**src/rtl/dmem_arbiter.sv**
```systemverilog
// Data-memory arbiter: CPU mem stage vs DMA port, fixed CPU priority
// with a starvation bound, plus read-data ownership tracking.
module dmem_arbiter #(
   parameter int ADDR_W     = 11,
   parameter int STARVE_MAX = 4
) (
   input  logic              clk,
   input  logic              rst_n,
   input  logic              pipe_flush,
   input  logic              cpu_read,
   input  logic [3:0]        cpu_writeb,
   input  logic [ADDR_W-1:0] cpu_addr,
   input  logic [31:0]       cpu_wdata,
   output logic              cpu_stall,
   output logic [31:0]       cpu_rdata,
   input  logic              dma_valid,
   output logic              dma_ready,
   input  logic              dma_we,
   input  logic [3:0]        dma_writeb,
   input  logic [ADDR_W-1:0] dma_addr,
   input  logic [31:0]       dma_wdata,
   output logic              dma_rvalid,
   output logic [31:0]       dma_rdata,
   output logic              mem_read,
   output logic [3:0]        mem_writeb,
   output logic [ADDR_W-1:0] mem_addr,
   output logic [31:0]       mem_wdata,
   input  logic [31:0]       mem_rdata
);

   localparam logic [1:0] OWN_NONE = 2'd0;
   localparam logic [1:0] OWN_CPU  = 2'd1;
   localparam logic [1:0] OWN_DMA  = 2'd2;
   localparam logic [7:0] SMAX     = 8'(STARVE_MAX);

   logic [7:0] starve_cnt;
   logic [1:0] owner;
   logic [1:0] owner_nxt;
   logic       cpu_req;
   logic       dma_req;
   logic       dma_first;
   logic       grant_cpu;
   logic       grant_dma;

   assign cpu_req   = (cpu_read | (|cpu_writeb)) & ~pipe_flush;
   assign dma_req   = dma_valid;
   assign dma_first = (starve_cnt >= SMAX);

   // rst_n gates grants so nothing reaches memory while reset is held
   assign grant_cpu = rst_n & cpu_req & ~(dma_req & dma_first);
   assign grant_dma = rst_n & dma_req & ~(cpu_req & ~dma_first);

   assign cpu_stall = rst_n & cpu_req & ~grant_cpu;
   assign dma_ready = grant_dma;

   always_comb begin
      mem_read   = 1'b0;
      mem_writeb = 4'b0000;
      mem_addr   = cpu_addr;
      mem_wdata  = cpu_wdata;
      if (grant_dma) begin
         mem_read   = ~dma_we;
         mem_writeb = dma_we ? dma_writeb : 4'b0000;
         mem_addr   = dma_addr;
         mem_wdata  = dma_wdata;
      end else if (grant_cpu) begin
         mem_read   = cpu_read;
         mem_writeb = cpu_writeb;
      end
   end

   always_comb begin
      owner_nxt = OWN_NONE;
      if (grant_cpu && cpu_read)
         owner_nxt = OWN_CPU;
      else if (grant_dma && !dma_we)
         owner_nxt = OWN_DMA;
   end

   always_ff @(posedge clk or negedge rst_n) begin
      if (!rst_n) begin
         starve_cnt <= 8'd0;
         owner      <= OWN_NONE;
      end else begin
         owner <= owner_nxt;
         if (!dma_req || grant_dma)
            starve_cnt <= 8'd0;
         else if (starve_cnt < SMAX)
            starve_cnt <= starve_cnt + 8'd1;
      end
   end

   assign dma_rvalid = (owner == OWN_DMA);
   assign dma_rdata  = mem_rdata;
   assign cpu_rdata  = mem_rdata;

endmodule

```
**config.mk**
```make
export PLATFORM = sky130hd
export DESIGN_NAME = dmem_arbiter
export DESIGN_NICKNAME = d
export VERILOG_FILES = /design/src/rtl/dmem_arbiter.sv
export SDC_FILE = /design/constraint.sdc
export NUM_CORES = 1
export LEC_CHECK = 0
export ABC_AREA = 1
export ABC_CLOCK_PERIOD_IN_PS = 2000
export CAP_MARGIN = 25
export CORE_AREA = 2 2 97 99
export CTS_BUF_LIST = sky130_fd_sc_hd__clkbuf_16
export CTS_CLUSTER_SIZE = 28
export DETAILED_ROUTE_END_ITERATION = 12
export DIE_AREA = 0 0 99 101
export MAX_ROUTING_LAYER = met4
export PLACE_DENSITY = 0.66
export SETUP_SLACK_MARGIN = 0.2
export SLEW_MARGIN = 40
export SYNTH_ARGS = -nofsm -noshare
export SYNTH_HDL_FRONTEND = slang
export SYNTH_SLANG_ARGS = --single-unit
```
**constraint.sdc**
```tcl
create_clock -name clk -period 2 [get_ports clk]
set_clock_uncertainty 0.1 [all_clocks]
set_input_delay 0.6 -clock clk [delete_from_list [all_inputs] [get_ports clk]]
set_output_delay 0.6 -clock clk [all_outputs]
set_load 0.05 [all_outputs]
```
[Word-level counts from Yosys, hierarchy flattened]
Index checks and enable logic that the tools add are counted.
Word-level totals
  register bits after elaboration: 10
  output and inout bits: 115
  word-level logic and storage cells: 39
Cells by class
  add/subtract/negate cells: 1
  order comparisons: 2
  eq/ne operators: 1
  multiplexer cells: 11
  bitwise gates (word level): 15
  reductions and logical operators: 7
Operators with widths (count)
  $mux W32: 1
  $mux W8: 2
  $mux W4: 3
  $mux W11: 1
  $add A8 B1 Y8 const B: 1
  $and A1 B1 Y1: 8
  $ge A8 B3 Y1 const B: 1
  $lt A8 B3 Y1 const B: 1
  $not A1 Y1: 6
  $mux W2: 2
  $reduce_or A4 Y1: 1
  $eq A2 B2 Y1 const B: 1
  $logic_and A1 B1 Y1: 2
  $logic_not A1 Y1: 2
  $mux W1: 2
  $reduce_bool A2 Y1: 1
  $logic_or A1 B1 Y1: 1
  $or A1 B1 Y1: 1

[Logic depth before layout (Yosys ltp)]
Gate-level depths: netlist of the first run.
  depth after elaboration: 9
  depth in mapped cells: 9
  depth with buffers taken out: 8

[Worst setup path after synthesis of the first run]
No wires, ideal clock.
  path type: in2out
  start: input port cpu_writeb[1]
  end: output port mem_read
  arrival: 2170 ps
  data required time: 1300 ps
  path slack: -870 ps
  stages on the path: 6
  buffers on the path: 1
  path through: nor2_1 -> nand3_1 -> nand3_2 -> nand2_4 -> buf_6 -> o21ai_0
On the way
  word-level cells in the longest chain between the ends: 7
  elaborated cells between the ends (all ways): 10
Ends and longest elaborated chain
  from (decl): line 11  | input logic [3:0] cpu_writeb,
  $reduce_or A4 Y1 (*): line 45  | assign cpu_req = (cpu_read | (|cpu_writeb)) & ~pipe_flush;
  $or A1 B1 Y1 (*): line 45
  $and A1 B1 Y1 (*): line 45
  $and A1 B1 Y1 (on tied branches): line 50, 51
  $and A1 B1 Y1 or $not A1 Y1 (tied branches): line 50, 51
  $mux W1 or $and A1 B1 Y1 (tied branches): line 66, 51
  $mux W1 (*): line 61  | if (grant_dma) begin
  to (decl): line 24  | output logic mem_read,
Mark *: on every way between the ends. The rest lies on a longest branch, timed or not.

[Final worst setup path of the first run]
  start: register starve_cnt[4]
  end: output port mem_wdata[8]
On the way
  word-level cells in the longest chain between the ends: 6
Ends and longest elaborated chain
  from (decl): line 36  | logic [7:0] starve_cnt;
  from (signal assigned): line 89  | starve_cnt <= starve_cnt + 8'd1;
  $ge A8 B3 Y1: line 47  | assign dma_first = (starve_cnt >= SMAX);
  $not A1 Y1: line 51  | assign grant_dma = rst_n & dma_req & ~(cpu_req & ~dma_first);
  $and A1 B1 Y1: line 51
  $not A1 Y1: line 51
  $and A1 B1 Y1: line 51
  $mux W32: line 61
  to (decl): line 27  | output logic [31:0] mem_wdata,
Every way passes these cells.

==> metrics, run 1 <==
critical path class=reg2out; Initial Util=17.7%; final setup margin=-0.486 ns; vias=2046; Setup Viol. Count Final=50; flip-flop and latch area=250 sq um; Comb power frac=68.0%; Die Wd=99 microns; Slew Viols, Final=0; # IOs=247; H-tree depth=1; Core Region=8980 sq um; Avg Inst Size Synth=5.69 sq um; vias in the first global route=2171; largest net degree at the start of global routing=19; Bufs and invs on worst path=3; critical path's top delay family=simple AND/OR/NAND/NOR gates; Die H=101 microns; MaxCap Viol Count=0; Synth warnings=0; post-DP HPWL=5.48 mm; Sum Neg Setup Slack=-21.95 ns; Setup crit end kind=primary output; P_sw=682 uW; peak supply drop=310 uV; dpl cells=490; worst endpoint data arrival time=1.79 ns; Pint=1.10 mW; die area=10000 sq um; Relative slew margins=86.7%; Crit path required time=1.30 ns; final hold violation count=0; fillers=799; DRT Wirelength=6.86 mm; first-pass GRT wire length=10.0 mm; Synth cell types=18; Final Util=48.9%; PortBufs=150; Max Freq=0.402 GHz; area share of the largest cell type after synthesis=36.2%; multi-input logic area=1400 sq um; Post-synth top cells=nand2_1 (153), buf_4 (65), inv_1 (14); status=finished with violations; Crit-path slowest cell=dfrtp_1; Clock transition at path regs=0.04 ns; register area share after synthesis=15.8%; Max stage delay on crit path=0.40 ns; Tightest Pin Transition=0.198 ns; switch share=38.3%; Lkg Pwr=2.02 nW; fin nets=534; pwr/cell area=406 nW/um^2; total global routing overflow=0; GRT Overall Usage=12.7%; Clk network pwr share=19.9%; DR iter-0 viols=16; synthesized instance count=279; CTS tree=built; most frequent cell after synthesis=nand2_1; n_diodes=0; # DRC=0; fin cells=510; area delta synth->final=176%; RSZ-0062 raised after global routing=true; number of synthesized flops with an enable pin=0; Hold Path Class=in2async; Worst Setup Start Kind=register; initial antenna violation count=0; fin crit share=124%; total power draw=1.78 mW; dominant cell type by area after synthesis=nand2_1; Synth async-reset ratio=100%; mean routed wirelength per cell=13.4 microns; Antenna Nets Post-Route=0; CP max FO=8; register share of total power=12.1%; Clk Latency, worst-skew pair=0.23 ns; Final Critical Period=2.49 ns; CTS Buf Count=3; #FFs+latches synth=10; ys flop type=dfrtp_1; failing checks=setup timing; Net Count, Synth=413; hold slack=0.303 ns; Clock Tree Buf Depth=2; row cnt=35; routability congestion estimate=0.762; Sink Count=10; DRT Pass-1 Iters=2; crit-path cells=nor2_4, nand2_2, nor2_4, nand3_4, nand2_8, buf_12, clkbuf_16, nand2_2, nand2_4, buf_12; via density per instance=4.01; layout cells sized above 1=58.1%; top post-synthesis cells by area=nand2_1 (36%), buf_4 (31%), dfrtp_1 (16%), inv_1 (3.3%), nor2_1 (2.4%); Hold Buf Count CTS=0; root buffer cell=clkbuf_16; mapped cell area=1590 sq um
## flip-flops by register name, indices dropped and copies added, names as in the netlist
name and flops:
owner 2, starve_cnt 8
## worst reg2reg max path, cell delays in order (launching register included)
cell and delay (ns):
dfrtp_1 0.39, nor2_2 0.15, buf_4 0.13, buf_6 0.09
nand3_4 0.07, buf_6 0.13, buf_4 0.12, nand3b_1 0.15
inv_1 0.13, nand2_1 0.09, nand2_1 0.06
## through the flow
stage,worst slack [ns],area (sq um)
6_report,-0.486,4390
5_1_grt,-0.567,4390
4_1_cts,-0.468,4210
3_5_place_dp,-0.830,3850
3_3_place_gp,-0.798,3850
2_1_floorplan,-0.110,2040
## cell usage in the layout, fill, tap and decap left out, types with 3 or more instances in the layout
master,count
clkbuf_16,5
nand2_8,3
buf_8,3
inv_2,4
nand4_1,3
nand2_1,40
nand2_4,51
nor2_4,6
buf_12,56
buf_4,22
clkdlybuf4s50_1,91
dfrtp_1,10
buf_6,9
nor2_1,5
inv_1,11
nand2_2,60
## power by group through the flow
stage,Combinational [mW],Sequential [mW],Clock [mW]
6_report,1.21,0.215,0.355
5_1_grt,1.26,0.215,0.378
4_1_cts,1.19,0.214,0.361
3_5_place_dp,1.13,0.217,0
3_3_place_gp,1.12,0.217,0
2_1_floorplan,0.851,0.217,0
## path summary, 6_finish.rpt
| path | slack (ns) | end | depth (start not counted) | startpoint |
|---|---|---|---|---|
| worst min-delay path | 0.30 | starve_cnt[6]$_DFFE_PN0P_ | 3 | rst_n |
| min in group clk | 0.39 | starve_cnt[3]$_DFFE_PN0P_ | 2 | starve_cnt[3]$_DFFE_PN0P_ |
| worst max register to register | 0.29 | starve_cnt[2]$_DFFE_PN0P_ | 10 | starve_cnt[2]$_DFFE_PN0P_ |
| max in group asynchronous | 1.35 | starve_cnt[4]$_DFFE_PN0P_ | 3 | rst_n |
| worst min register to register | 0.39 | starve_cnt[3]$_DFFE_PN0P_ | 2 | starve_cnt[3]$_DFFE_PN0P_ |
| worst max-delay path | -0.49 | mem_wdata[8] | 10 | starve_cnt[4]$_DFFE_PN0P_ |
## metal layers
| metal | wire (microns) | vias up | global-route usage [%] |
|---|---|---|---|
| li1 | - | 1005 | - |
| met1 | 2280 | 909 | 12.3 |
| met2 | 3850 | 101 | 23.6 |
| met3 | 534 | 31 | 2.91 |
| met4 | 201 | 0 | 6.43 |
| met5 | 0 | - | - |
## layout make-up
class,instances,area share [%]
clock buffer,3,1.71
multi-input combinational,180,31.9
tap,111,3.17
inverter,16,1.48
clock inverter,1,0.0856
sequential,10,5.70
timing repair buffer,189,56.0
## kinds of logic after synthesis
family                   Yosys count  synth area share, %
flip-flops                        10                 15.8
XOR/XNOR                           1                0.552
buffers and inverters             89                 37.8
adder cells (fa/ha/maj)            2                 1.58
AND/OR/NAND/NOR                  175                 43.7
AO/OA/AOI/OAI                      2                0.630
## timing repair
action	CTS	global route
cloned	1	2
buffers inserted	6	7
gates resized for setup	102	25
endpoints found under the setup margin	58	51
pin swaps	13	13
Note: power is estimated with default switching activity, not from simulation.
==> run 2, diff against run 1 <==
- SKIP_LAST_GASP: not set -> 1
==> run 2 against run 1 <==
  * The run still ends with setup timing left
  * Cell area about the same
  * Die area unchanged
  * Fmax down 0.59%
  * Via count up 0.29%
  * Register-to-register slack worse by 0.03 ns
  * Non-clock buffer count unchanged
  * Clock-buffer cell count unchanged
==> metrics, run 2 (synthesis results as in run 1) <==
status=finished with violations; failing checks=setup timing; PortBufs=150; pwr/cell area=406 nW/um^2; Final Cell Area=4380 sq um; first-pass GRT wire length=10.0 mm; Relative slew margins=86.7%; CTS Buf Count=3; Crit path required time=1.30 ns; DRT Pass-1 Iters=5; most frequent cells in the layout=clkdlybuf4s50_1 (91), nand2_2 (60), buf_12 (56); multi-input logic area=1400 sq um; Max Freq=0.400 GHz; Core Region=8980 sq um; fin crit share=125%; worst endpoint data arrival time=1.80 ns; via density per instance=4.02; critical path class=reg2out; largest net degree at the start of global routing=19; Final Util=48.8%; Hold Path Class=reg2reg; final hold violation count=0; R2R setup slack=0.26 ns; worst r2r dst=starve_cnt[2]$_DFFE_PN0P_; DRT Wirelength=6.92 mm; layout cells sized above 1=57.9%; post-DP HPWL=5.48 mm; n_diodes=0; # DRC=0; row cnt=35; Placed Area=3850 sq um; MaxCap Viol Count=0; reg2reg path depth=10; reg-to-reg startpoint=starve_cnt[2]$_DFFE_PN0P_; Clk Latency, worst-skew pair=0.24 ns; GRT Overall Usage=12.7%; Setup crit end kind=primary output; CTS tree=built; Sink Count=10; Top Registers=starve_cnt: 8 flops, owner: 2 flops; Tightest Pin Transition=0.198 ns; flip-flop and latch area=250 sq um; Die Wd=99 microns; Initial Util=17.7%; Largest Register=starve_cnt; Setup Viol. Count Final=50; Antenna Nets Post-Route=0; peak supply drop=318 uV; worst setup path startpoint=starve_cnt[4]$_DFFE_PN0P_; mean routed wirelength per cell=13.6 microns; # IOs=247; Lkg Pwr=2.02 nW; crit path capture=mem_wdata[8]; Sum Neg Setup Slack=-22.68 ns; fillers=799; H-tree depth=1; DR iter-0 viols=11; Largest register FFs=8; CP max FO=8; vias=2052; vias in the first global route=2171; Slew Viols, Final=0; Final Critical Period=2.50 ns; fin nets=534; Worst Setup Start Kind=register; total global routing overflow=0; commonest non-fill, non-tap cell in the layout=clkdlybuf4s50_1; hold slack=0.385 ns; RSZ-0062 raised after global routing=true; Die H=101 microns; Clock transition at path regs=0.04 ns; Hold Buf Count CTS=0; root buffer cell=clkbuf_16; area delta synth->final=176%; initial antenna violation count=0; die area=10000 sq um; routability congestion estimate=0.762; Clock Tree Buf Depth=2; final setup margin=-0.501 ns
[run 2: cell types whose count changed in the layout (fill, tap and decap cells not counted)]
cell / previous run / this run
buf_4: 22 / 24
buf_6: 9 / 7
clkbuf_2: 1 / 0
dlygate4sd2_1: 1 / 2
[run 2: worst min-delay path by stage]
| stage | cells after the start | to | start | slack [ns] |
|---|---|---|---|---|
| 6_report | 2 | starve_cnt[3]$_DFFE_PN0P_ | starve_cnt[3]$_DFFE_PN0P_ | 0.39 |
| 5_1_grt | 2 | starve_cnt[3]$_DFFE_PN0P_ | starve_cnt[3]$_DFFE_PN0P_ | 0.41 |
| 4_1_cts | 2 | starve_cnt[4]$_DFFE_PN0P_ | starve_cnt[4]$_DFFE_PN0P_ | 0.39 |
| 3_5_place_dp | 2 | starve_cnt[4]$_DFFE_PN0P_ | starve_cnt[4]$_DFFE_PN0P_ | 0.35 |
| 3_3_place_gp | 2 | starve_cnt[4]$_DFFE_PN0P_ | starve_cnt[4]$_DFFE_PN0P_ | 0.36 |
| 2_1_floorplan | 0 | owner[0]$_DFF_PN0_ | rst_n | 0.20 |
[run 2: worst max-delay path: stages (launching register included)]
cell	delay, ns
dfrtp_1	0.40
nor2_4	0.15
nand2_2	0.08
nor2_4	0.15
nand3_4	0.12
nand2_8	0.12
buf_12	0.12
clkbuf_16	0.15
nand2_2	0.06
nand2_4	0.08
buf_12	0.13
[run 2: repair_timing]
| action | 4_1_cts | 5_1_grt |
|---|---|---|
| buffers inserted | 6 | 7 |
| resized for setup | 101 | 22 |
| pin swaps | 13 | 13 |
| endpoints found under the setup margin | 58 | 51 |
| cloned | 1 | 2 |
[run 2: metrics by stage]
stage	setup slack (ns)	total power, mW	cells
2_1_floorplan	-0.110	1.07	279
3_3_place_gp	-0.798	1.34	490
3_5_place_dp	-0.830	1.35	490
4_1_cts	-0.468	1.76	501
5_1_grt	-0.577	1.86	510
6_report	-0.501	1.78	510
[run 2: cell type report]
cell class	instances	share of cell area, %
Clock buffer	3	1.71
Multi-Input combinational cell	180	31.9
Clock inverter	1	0.0856
Inverter	16	1.48
Timing Repair Buffer	189	55.9
Sequential cell	10	5.71
Tap cell	111	3.17
[run 2: power by group]
| part | internal (mW) | switching, mW |
|---|---|---|
| Sequential | 0.210 | 0.00501 |
| Clock | 0.262 | 0.0949 |
| Combinational | 0.625 | 0.584 |
[run 2: routing by layer]
metal  share of wire, %  track usage, %  wire [microns]  vias up
li1                   -               -               -     1005
met1                 33            12.3            2280      909
met2                 56            23.6            3880      105
met3                7.8            2.91             541       33
met4                3.3            6.43             228        0
met5                  0               -               0        -
==> run 3, diff against run 2 <==
- ABC_AREA: 1 -> not set
- CTS_CLUSTER_DIAMETER: not set -> 40
- HOLD_SLACK_MARGIN: not set -> 0.02
- PLACE_DENSITY: 0.66 -> 0.67
==> run 3 against run 2 <==
  * The flow still finishes with violations (setup timing)
  * Sequential cell count did not move
  * Register-to-register slack got worse by 0.46 ns
  * Clock power rose by 2%
  * Routed wire length rose by 0.29%
  * Hold slack improved by 0.059 ns
  * Combinational power fell by 20%
  * Area after synthesis rose by 3.2%
  * Synthesized cell count fell by 39%
  * Critical path type is now in2out
  * Largest power group unchanged
  * Highest routed layer unchanged
==> metrics, run 3 <==
status=finished with violations; failing checks=setup timing; Synth cell types=33; Clock Tree Buf Depth=2; vias=1693; Crit path required time=1.30 ns; Lkg Pwr=1.66 nW; Clock transition at path regs=0.04 ns; total global routing overflow=0; Top Registers=starve_cnt: 8 flops, owner: 2 flops; final hold violation count=0; vias in the first global route=1832; DRT Pass-1 Iters=3; dpl cells=386; PortBufs=150; Final Util=41.4%; Setup crit end kind=primary output; Antenna Nets Post-Route=0; DRT Wirelength=6.94 mm; Sink Count=10; Setup Viol. Count Final=54; final setup margin=-1.14 ns; Slew Viols, Final=0; Synth async-reset ratio=100%; Relative slew margins=69.4%; most frequent cell after synthesis=buf_4; synthesized instance count=170; CTS tree=built; CP max FO=6; Max stage delay on crit path=0.53 ns; n_diodes=0; DR iter-0 viols=27; Final Critical Period=3.14 ns; RSZ-0062 raised after global routing=true; Largest Register=starve_cnt; Bufs and invs on worst path=4; R2R setup slack=-0.20 ns; die area=10000 sq um; Core Region=8980 sq um; post-DP HPWL=5.18 mm; row cnt=35; number of synthesized flops with an enable pin=0; # DRC=0; fin nets=435; H-tree depth=1; ys flop type=dfrtp_1; hold slack=0.444 ns; via density per instance=4.12; dominant cell type by area after synthesis=buf_4; Initial Util=18.3%; Placed Area=3120 sq um; # IOs=247; #FFs+latches synth=10; Worst Setup Start Kind=primary input; Tightest Pin Transition=0.455 ns; Crit-path slowest cell=or4_4; first-pass GRT wire length=9.87 mm; critical path's top delay family=buffers and inverters; critical path class=in2out; Final Cell Area=3720 sq um; Largest register FFs=8; largest net degree at the start of global routing=16; pwr/cell area=414 nW/um^2; CTS Buf Count=3; peak supply drop=347 uV; top post-synthesis cells by area=buf_4 (29%), mux2_2 (25%), dfrtp_1 (15%), mux2_1 (4.1%), buf_6 (3.4%); Die Wd=99 microns; mapped cell area=1640 sq um; Die H=101 microns; area delta synth->final=127%; fillers=860; Post-synth top cells=buf_4 (64), mux2_2 (37), dfrtp_1 (10); Clk Latency, worst-skew pair=0.24 ns; fin crit share=157%; Hold Path Class=reg2reg; crit-path cells=buf_6, or4_4, o21ba_4, a21oi_4, buf_12, bufbuf_16, mux2_4, buf_6; area share of the largest cell type after synthesis=29.3%; register area share after synthesis=15.3%; most frequent CP cell=buf_6; MaxCap Viol Count=0; layout cells sized above 1=55.7%; root buffer cell=clkbuf_16; Avg Inst Size Synth=9.64 sq um; worst endpoint data arrival time=2.44 ns; mean routed wirelength per cell=16.9 microns; Hold Buf Count CTS=0; routability congestion estimate=0.804; Max Freq=0.319 GHz; initial antenna violation count=0; Net Count, Synth=304; commonest non-fill, non-tap cell in the layout=clkdlybuf4s50_1; GRT Overall Usage=12.7%; fin cells=411; most frequent cells in the layout=clkdlybuf4s50_1 (93), buf_6 (56), mux2_4 (43); pre-CTS WS=-1.47 ns; Synth warnings=0
[run 3: changes by cell type after synthesis, sizes merged, moves of 3 or more]
cell   delta
nor3b     +3
nor2     -13
nand2   -151
and2      +4
nor3      +4
inv      -13
mux2     +43
buf       -4
a32o      +4
nand4     -3
nand3     -3
[run 3: cells by family (layout without fill, tap and decap cells)]
group	after synthesis	in the layout	synth area share, %
buffers and inverters	72	202	33.4
muxes	43	43	29.5
and+or+nand+nor	24	24	10.2
AOI/OAI and AO/OA	17	17	8.93
DFF	10	10	15.3
adders and majority gates	2	2	1.53
xor gates and xnor gates	2	2	1.07
[run 3: timing repair]
| item | in CTS | in global routing |
|---|---|---|
| buffers inserted | 13 | 6 |
| setup endpoints to repair | 58 | 58 |
| cloned | 2 | 0 |
| hold endpoints to repair | 0 | 0 |
| gates resized for setup | 92 | 12 |
| pin swaps | 10 | 11 |
[run 3: final cells by class]
| class | count | area, sq um | share of cell area (%) |
|---|---|---|---|
| Clock buffer | 3 | 75.1 | 2.02 |
| Tap cell | 111 | 139 | 3.74 |
| Timing Repair Buffer | 195 | 2150 | 57.8 |
| Sequential cell | 10 | 250 | 6.73 |
| Multi-Input combinational cell | 88 | 1090 | 29.3 |
| Clock inverter | 1 | 3.75 | 0.101 |
| Inverter | 3 | 11.3 | 0.303 |
[run 3: worst paths after layout]
kind / depth (start not counted) / to / start
worst max-delay path: 8 / mem_wdata[22] / cpu_writeb[1]
worst min-delay path: 1 / starve_cnt[1]$_DFFE_PN0P_ / starve_cnt[1]$_DFFE_PN0P_
worst max register to register: 8 / starve_cnt[0]$_DFFE_PN0P_ / starve_cnt[6]$_DFFE_PN0P_
worst min register to register: 1 / starve_cnt[1]$_DFFE_PN0P_ / starve_cnt[1]$_DFFE_PN0P_
max in group asynchronous: 5 / owner[1]$_DFF_PN0_ / rst_n
min in group asynchronous: 5 / starve_cnt[1]$_DFFE_PN0P_ / rst_n
[run 3: metrics by stage]
| stage | setup TNS [ns] | power [mW] |
|---|---|---|
| 2_1_floorplan | -42.07 | 1.01 |
| 3_3_place_gp | -72.88 | 1.05 |
| 3_5_place_dp | -73.30 | 1.06 |
| 4_1_cts | -57.53 | 1.53 |
| 5_1_grt | -58.23 | 1.59 |
| 6_report | -55.14 | 1.54 |
[run 3: per-layer routing]
layer / track usage (%) / up-vias / wire (microns) / share of wire, %
met5: - / - / 0 / 0
li1: - / 794 / - / -
met1: 15.0 / 781 / 2710 / 39
met4: 4.00 / 0 / 145 / 2.1
met3: 3.68 / 12 / 652 / 9.4
met2: 20.9 / 106 / 3440 / 50
[run 3: report_power, final]
group	leakage, nW	switching, mW	internal (mW)
Clock	0.0385	0.101	0.263
Sequential	0.137	0.00422	0.209
Combinational	1.48	0.449	0.514
Total	1.66	0.554	0.986
